==> config.mk <==
export PLATFORM = sky130hd
export DESIGN_NAME = flex_counter_array
export DESIGN_NICKNAME = d
export VERILOG_FILES = /design/src/rtl/flex_counter_pkg.sv /design/src/rtl/flex_counter_array_chan.sv /design/src/rtl/flex_counter_array.sv
export SDC_FILE = /design/constraint.sdc
export NUM_CORES = 1
export LEC_CHECK = 0
export CAP_MARGIN = 20
export CELL_PAD_IN_SITES_DETAIL_PLACEMENT = 1
export CELL_PAD_IN_SITES_GLOBAL_PLACEMENT = 2
export CORE_UTILIZATION = 36
export DETAILED_ROUTE_END_ITERATION = 10
export DONT_BUFFER_PORTS = 1
export PLACE_DENSITY = 0.78
export SYNTH_ARGS = -nofsm -noshare
export SYNTH_HDL_FRONTEND = slang
export SYNTH_SLANG_ARGS = --single-unit
==> constraint.sdc <==
create_clock -name clk -period 3.41 [get_ports clk]
set_input_delay 0.5115 -clock clk [delete_from_list [all_inputs] [get_ports clk]]
set_output_delay 0.5115 -clock clk [all_outputs]
set_load 0.03 [all_outputs]
==> src/rtl/flex_counter_pkg.sv <==
// Shared definitions for the multi-channel flexible counter.
// Holds direction encodings and the single-step transition function.
package flex_counter_pkg;

    localparam logic DIR_UP   = 1'b0;
    localparam logic DIR_DOWN = 1'b1;

    // Widest channel supported; narrower counts are zero-extended into it.
    localparam int MAX_W = 32;

    // Returns {wrap, next} for one step of a counter with rollover value rv.
    function automatic logic [MAX_W:0] next_count(
        input logic [MAX_W-1:0] c,
        input logic [MAX_W-1:0] rv,
        input logic             down
    );
        logic [MAX_W:0] r;
        if (rv == '0) begin
            r = {1'b1, {MAX_W{1'b0}}};
        end else if (down == DIR_UP) begin
            if (c >= rv) r = {1'b1, MAX_W'(1)};
            else         r = {1'b0, c + MAX_W'(1)};
        end else begin
            if (c <= MAX_W'(1) || c > rv) r = {1'b1, rv};
            else                          r = {1'b0, c - MAX_W'(1)};
        end
        return r;
    endfunction

endpackage

==> src/rtl/flex_counter_array_chan.sv <==
// One counter channel: clear/load/step/hold with rollover flag and wrap pulse.
// Exports the combinational wrap of a step taken this cycle for cascading.
module flex_counter_chan
    import flex_counter_pkg::*;
#(
    parameter int NUM_CNT_BITS = 4
) (
    input  logic                    clk,
    input  logic                    rst,
    input  logic                    clear,
    input  logic                    load,
    input  logic                    eff_en,
    input  logic                    count_down,
    input  logic [NUM_CNT_BITS-1:0] load_val,
    input  logic [NUM_CNT_BITS-1:0] rollover_val,
    output logic [NUM_CNT_BITS-1:0] count_out,
    output logic                    rollover_flag,
    output logic                    wrap_pulse,
    output logic                    wrap_now
);

    logic [MAX_W:0]          nc;
    logic [NUM_CNT_BITS-1:0] step_next;
    logic                    step_wrap;
    logic                    unused_nc;

    assign nc        = next_count(MAX_W'(count_out), MAX_W'(rollover_val),
                                  count_down);
    assign step_next = nc[NUM_CNT_BITS-1:0];
    assign step_wrap = nc[MAX_W];
    assign unused_nc = ^nc;

    // Only a step that actually wins priority may carry into the next channel.
    assign wrap_now = eff_en & ~clear & ~load & step_wrap;

    always_ff @(posedge clk) begin
        if (rst) begin
            count_out     <= '0;
            rollover_flag <= 1'b0;
            wrap_pulse    <= 1'b0;
        end else if (clear) begin
            count_out     <= '0;
            rollover_flag <= 1'b0;
            wrap_pulse    <= 1'b0;
        end else if (load) begin
            count_out     <= load_val;
            rollover_flag <= (load_val == rollover_val);
            wrap_pulse    <= 1'b0;
        end else if (eff_en) begin
            count_out     <= step_next;
            rollover_flag <= (step_next == rollover_val);
            wrap_pulse    <= step_wrap;
        end else begin
            rollover_flag <= (count_out == rollover_val);
            wrap_pulse    <= 1'b0;
        end
    end

endmodule

==> src/rtl/flex_counter_array.sv <==
// NUM_CH independent flexible counters with optional cascading
// into one wide counter, channel 0 being the least significant.
module flex_counter_array
    import flex_counter_pkg::*;
#(
    parameter int NUM_CNT_BITS = 4,
    parameter int NUM_CH       = 2,
    parameter bit CASCADE      = 1'b0
) (
    input  logic                           clk,
    input  logic                           rst,
    input  logic [NUM_CH-1:0]              clear,
    input  logic [NUM_CH-1:0]              count_enable,
    input  logic [NUM_CH-1:0]              count_down,
    input  logic [NUM_CH-1:0]              load,
    input  logic [NUM_CH*NUM_CNT_BITS-1:0] load_val,
    input  logic [NUM_CH*NUM_CNT_BITS-1:0] rollover_val,
    output logic [NUM_CH*NUM_CNT_BITS-1:0] count_out,
    output logic [NUM_CH-1:0]              rollover_flag,
    output logic [NUM_CH-1:0]              wrap_pulse
);

    logic [NUM_CH-1:0] eff_en;
    logic [NUM_CH-1:0] wrap_now;
    logic              unused_wrap;

    assign eff_en[0]   = count_enable[0];
    assign unused_wrap = wrap_now[NUM_CH-1];

    for (genvar i = 1; i < NUM_CH; i++) begin : g_gate
        if (CASCADE) begin : g_casc
            assign eff_en[i] = count_enable[i] & wrap_now[i-1];
        end else begin : g_free
            assign eff_en[i] = count_enable[i];
        end
    end

    for (genvar i = 0; i < NUM_CH; i++) begin : g_ch
        flex_counter_chan #(
            .NUM_CNT_BITS(NUM_CNT_BITS)
        ) u_chan (
            .clk          (clk),
            .rst          (rst),
            .clear        (clear[i]),
            .load         (load[i]),
            .eff_en       (eff_en[i]),
            .count_down   (count_down[i]),
            .load_val     (load_val[i*NUM_CNT_BITS +: NUM_CNT_BITS]),
            .rollover_val (rollover_val[i*NUM_CNT_BITS +: NUM_CNT_BITS]),
            .count_out    (count_out[i*NUM_CNT_BITS +: NUM_CNT_BITS]),
            .rollover_flag(rollover_flag[i]),
            .wrap_pulse   (wrap_pulse[i]),
            .wrap_now     (wrap_now[i])
        );
    end

endmodule

==> Yosys cells after proc, flatten, opt, wreduce, memory -nomap -nowiden <==
Cells that the tools add are included.
{ "classes": {"div": 0, "n_addsub": 4, "n_lt_le_gt_ge": 6, "eq_ne": 6, "multipliers": 0, "reduce_logical": 10, "n_bitwise": 2, "mux": 16, "shifts": 0} }
{ "op_table": {"columns": ["operator", "n"], "rows": [
  ["$mux W33", 8],
  ["$eq A4 B4 Y1", 6],
  ["$mux W4", 4],
  ["$add A4 B1 Y5 const B", 2],
  ["$sub A4 B1 Y5 const B", 2],
  ["$ge A4 B4 Y1", 2],
  ["$gt A4 B4 Y1", 2],
  ["$le A4 B1 Y1 const B", 2],
  ["$logic_not A4 Y1", 2],
  ["$reduce_or A4 Y1", 2],
  ["$mux W1", 4],
  ["$reduce_bool A2 Y1", 2],
  ["$reduce_or A2 Y1", 2],
  ["$logic_or A1 B1 Y1", 2],
  ["$not A1 Y1", 2]
]} }
{ "word_totals": {"input_bits": 26, "regBits": 12, "rom_bits": 0, "mem_count": 0, "ramBits": 0, "latchBits": 0, "out_inout_bits": 12} }

==> Longest topological paths before layout <==
{ "depth": {"word_depth": 8, "mapped_depth": 10, "depth_no_buf": 8} }

==> Hierarchy <==
A second synthesis with hierarchy kept.
{ "unflattened": {"cells_unflattened": 248, "area_unflattened_um2": 1829.3} }
{ "modules_own_cells": {"columns": ["module", "instances", "area_per_inst_um2", "cells_per_inst", "seq_area_each_um2"], "rows": [
  ["flex_counter_chan at g_ch[0].u_chan", 1, 973.4, 134, 120.1],
  ["flex_counter_chan at g_ch[1].u_chan", 1, 855.8, 114, 120.1]
]} }

==> Worst setup path before layout <==
Ideal clock, no wire load.
{ "synth_timing": {"kind": "input port to flip-flop", "from": "in rollover_val[1]", "to": "reg g_ch[0].u_chan.rollover_flag", "setup_slack_ps": 865, "t_arrival_ps": 2429, "stages": 9, "n_path_buf": 1, "path_cell_list": "clkbuf_1 > inv_1 > ha_1 > a211o_1 > or3_4 > a21oi_4 > nand2_2 > a211o_1 > a41o_1"} }
{ "synth_via": {"elab_chain_len": 8, "word_cells_on_any_way": 13, "cone_classes": "order compare: 2; eq/ne: 3; mux: 6; reduce/logical: 2"} }
{ "synth_rtl": {"columns": ["element", "line", "rtl"], "rows": [
  ["start, declared", "flex_counter_array.sv:17", "input logic [NUM_CH*NUM_CNT_BITS-1:0] rollover_val,"],
  ["$gt A4 B4 Y1", "flex_counter_pkg.sv:24", "if (c <= MAX_W'(1) || c > rv) r = {1'b1, rv};"],
  ["$logic_or A1 B1 Y1", "flex_counter_pkg.sv:24", null],
  ["$mux W33", "flex_counter_pkg.sv:24", null],
  ["$mux W33", "flex_counter_pkg.sv:20", "end else if (down == DIR_UP) begin"],
  ["$mux W33", "flex_counter_pkg.sv:18", "if (rv == '0) begin"],
  ["$eq A4 B4 Y1", "flex_counter_array_chan.sv:51", "rollover_flag <= (step_next == rollover_val);"],
  ["$mux W1", "flex_counter_array_chan.sv:49", "end else if (eff_en) begin"],
  ["$mux W1 *", "flex_counter_array_chan.sv:45", "end else if (load) begin"],
  ["end signal, assigned", "flex_counter_array_chan.sv:47", "rollover_flag <= (load_val == rollover_val);"],
  ["end signal, assigned", "flex_counter_array_chan.sv:51", null],
  ["end signal, assigned", "flex_counter_array_chan.sv:54", "rollover_flag <= (count_out == rollover_val);"],
  ["end, declared", "flex_counter_array_chan.sv:17", "output logic rollover_flag,"]
]} }
Mark *: on every way between the ends. The rest lies on a longest branch, timed or not.
A chain may end at the register's enable or synchronous reset.

==> Final worst setup path <==
{ "layout_timing": {"from": "reg g_ch[1].u_chan.count_out[0]", "to": "reg g_ch[1].u_chan.rollover_flag"} }
{ "layout_via": {"elab_chain_len": 8, "word_cells_on_any_way": 14, "cone_classes": "add/sub: 2; order compare: 3; eq/ne: 2; mux: 6; reduce/logical: 1"} }
{ "layout_rtl": {"columns": ["element", "line", "rtl"], "rows": [
  ["start, declared", "flex_counter_array_chan.sv:16", "output logic [NUM_CNT_BITS-1:0] count_out,"],
  ["start signal, assigned", "flex_counter_array_chan.sv:46", "count_out <= load_val;"],
  ["start signal, assigned", "flex_counter_array_chan.sv:50", "count_out <= step_next;"],
  ["$le A4 B1 Y1 or $gt A4 B4 Y1 (tied branches)", "flex_counter_pkg.sv:24", null],
  ["$logic_or A1 B1 Y1", "flex_counter_pkg.sv:24", null],
  ["$mux W33", "flex_counter_pkg.sv:24", null],
  ["$mux W33", "flex_counter_pkg.sv:20", null],
  ["$mux W33", "flex_counter_pkg.sv:18", null],
  ["$eq A4 B4 Y1", "flex_counter_array_chan.sv:51", null],
  ["$mux W1 *", "flex_counter_array_chan.sv:49", null],
  ["$mux W1 *", "flex_counter_array_chan.sv:45", null],
  ["end signal, assigned", "flex_counter_array_chan.sv:47", null],
  ["end signal, assigned", "flex_counter_array_chan.sv:51", null],
  ["end signal, assigned", "flex_counter_array_chan.sv:54", null],
  ["end, declared", "flex_counter_array_chan.sv:17", null]
]} }
Marked as above.

==> qor.yml <==
clock_network:
  cts_hold_buf: 0
  h-tree-depth: 1
  clkTransAtPathRegs_ps: 60
  cts_made_buffers: 3
  post_cts_resized: 0
  clock_sinks: 12
  cts_root_buffer: "clkbuf_8"
  cts_setup_buffers: 0
  worstSkewPairLatency_ps: 250
  cts_buffer_depth: 2
  cts_tree: "yes"
logic_synthesis:
  synthArstFlopShare_pct: 0
  ys_ff_latch: 12
  syn_nets: 281
  ys.flop_type: "dfxtp_1"
  synth_cell_types: 62
  syn_area_mm2: 0.00178
  synth_area_per_cell_um2: 7.38
  netlist.area_leader.share_pct: 13.5
  synthesis.instances: 241
  synth_area_leader_cell: "dfxtp_1"
  yosys-top-cells-area: "dfxtp_1, ha_1, xor2_1"
  yosys_warnings: 0
  synth-seq-area-share_pct: 13.5
  synth-edff-count: 0
detailed_routing:
  vias_per_cell: 6.16
  routed_wirelength_um: 5820
  firstDrtPassIters: 4
  route.detailed.drc: 0
  post_drt_wl_per_cell_um: 19.5
  antenna_left: 0
  initialDrtViolationCount: 80
  vias: 1837
floorplanning:
  dieArea_mm2: 0.00523
  initial_core_util_pct: 37.4
  io_pins: 38
  coreArea_mm2: 0.00475
  rows: 25
  die_y_um: 72.3
  die_w_um: 72.3
sta:
  fmax_ghz: 0.387
  timing.setup.tns_ps: 0
  worst_pin_slew_ps: 631
  rsz0062_at_grt: "no"
  whs_ps: 374
  fin_ws_ps: 824
  setup_viol_count_final: 0
  slew_violations: 0
  fin_crit_ps: 2590
  fin_crit_sh_pct: 75.8
  slew_headroom_pct: 57.6
  skew_ps: 0.841
  hold_viol: 0
worst_setup_path:
  worst-path-buf-inv: 2
  cp_max_fo: 10
  cp.required_ps: 3550
  cp_slowest_cell: "a2111oi_0"
  cpLargestDelayFamily: "compound AO/OA/AOI/OAI gates"
  critical_path_class: "register to register"
  max_stage_delay_ps: 430
  cp.arrival_ps: 2730
  end_kind: "register"
  crit_path_start_kind: "register"
  path_cells: "buf_4, inv_1, ha_1, nand4_1, a22oi_1, a21oi_1, a2111oi_0, a31oi_1, a31o_1"
grt:
  antenna_found_initial: 0
  grt_pass1_wl_um: 9760
  grt_usage_pct: 24.0
  grt-ovfl-total: 0
  grt_pass1_vias: 1907
  grt_max_degree: 17
power:
  switching_power_w: 0.000197
  peakVddDrop_uv: 110
  p_seq_share_pct: 31.0
  combPwrFrac_pct: 41.6
  leakage_nw: 0.734
  clockPowerShare_pct: 27.3
  internal_power_w: 0.000308
  power_density_mw_per_mm2: 272
  switching_share_pct: 39.1
cells_and_area:
  nets: 273
  diodes: 0
  utilization_pct: 39.1
  drive_above_1_share_pct: 8.66
  syn2layout_area_growth_pct: 4.36
  layout_commonest_cell: "inv_1"
  fin_area_mm2: 0.00186
  fillers: 608
  layout_common_cells: "inv_1, a21oi_1, nor2_1"
min_path:
  hold_path_class: "input pin to register"
place:
  place_area_mm2: 0.00182
  gp_congestion: 0.844
  portBuffers: 0
  dp_hpwl_um: 4600
  pre_cts_ws_ps: 942
outcome:
  outcome: "finished, final reports clean"
run:
  cap_violations: 0
kinds of logic (layout without fill, tap and decap cells):
group,after synthesis,after routing,synth area share (%)
buffers and inverters,38,28,9.21
DFF,12,12,13.5
muxes,1,1,0.844
xor gates and xnor gates,13,13,6.40
adders and majority gates,14,14,9.85
and+or+nand+nor,73,73,22.6
AOI/OAI and AO/OA,90,90,37.6
Yosys cell counts (2+ instances only):
| cell | count |
|---|---|
| a211o_1 | 2 |
| a211oi_1 | 4 |
| a21o_1 | 4 |
| a21oi_1 | 18 |
| a221o_1 | 2 |
| a221oi_1 | 4 |
| a22oi_1 | 2 |
| a311o_1 | 2 |
| a31oi_1 | 6 |
| and2_1 | 2 |
| and2b_1 | 2 |
| and3_1 | 2 |
| buf_2 | 5 |
| buf_4 | 4 |
| clkbuf_1 | 10 |
| dfxtp_1 | 12 |
| ha_1 | 14 |
| inv_1 | 19 |
| nand2_1 | 9 |
| nand2b_1 | 4 |
| nand3_1 | 6 |
| nand4_1 | 6 |
| nor2_1 | 17 |
| nor3_1 | 11 |
| nor3b_1 | 3 |
| nor4_1 | 4 |
| o211a_1 | 2 |
| o211ai_1 | 3 |
| o21ai_0 | 10 |
| o21ai_1 | 4 |
| o221ai_1 | 4 |
| o31ai_1 | 3 |
| xnor2_1 | 2 |
| xor2_1 | 11 |
sequential cells by signal, indices dropped and copies added (netlist names):
register	cells
g_ch.u_chan.wrap_pulse	2
g_ch.u_chan.rollover_flag	2
g_ch.u_chan.count_out	8
final timing paths:
kind	end	slack, ps	depth (start not counted)	startpoint
setup / recovery	g_ch[1].u_chan.rollover_flag$_SDFF_PP0_	820	9	g_ch[1].u_chan.count_out[0]$_SDFFE_PP0P_
hold / removal	g_ch[1].u_chan.count_out[3]$_SDFFE_PP0P_	370	1	load[1]
setup reg to reg	g_ch[1].u_chan.rollover_flag$_SDFF_PP0_	820	9	g_ch[1].u_chan.count_out[0]$_SDFFE_PP0P_
hold reg to reg	g_ch[0].u_chan.count_out[0]$_SDFFE_PP0P_	760	3	g_ch[0].u_chan.count_out[0]$_SDFFE_PP0P_
per-layer routing:
layer,GRT usage [%],vias up,wire [µm]
li1,-,891,-
met1,28.3,893,2400
met2,44.5,46,3110
met3,4.17,7,240
met4,5.88,0,65
met5,0,-,0
power by group through the flow:
stage,sequential (W),combinational (W),clock (W)
3_3_place_gp,0.000160,0.000206,0
5_1_grt,0.000157,0.000231,0.000146
4_1_cts,0.000157,0.000208,0.000141
6_report,0.000157,0.000210,0.000138
3_5_place_dp,0.000160,0.000207,0
2_1_floorplan,0.000165,0.000171,0
area by class of cell:
class | instances | area (µm²) | share of cell area (%)
clock buffer | 3 | 41.3 | 2.22
timing repair buffer | 6 | 45.0 | 2.43
tap | 67 | 83.8 | 4.51
multi-input combinational | 191 | 1380 | 74.1
inverter | 19 | 71.3 | 3.84
sequential | 12 | 240 | 12.9
per-stage QoR:
step                      power [W]  cells
after floorplan            0.000336    241
after global placement     0.000366    295
after detailed placement   0.000367    295
after CTS                  0.000507    298
after global routing       0.000534    298
final                      0.000505    298
(Power assumes the default switching activity.)
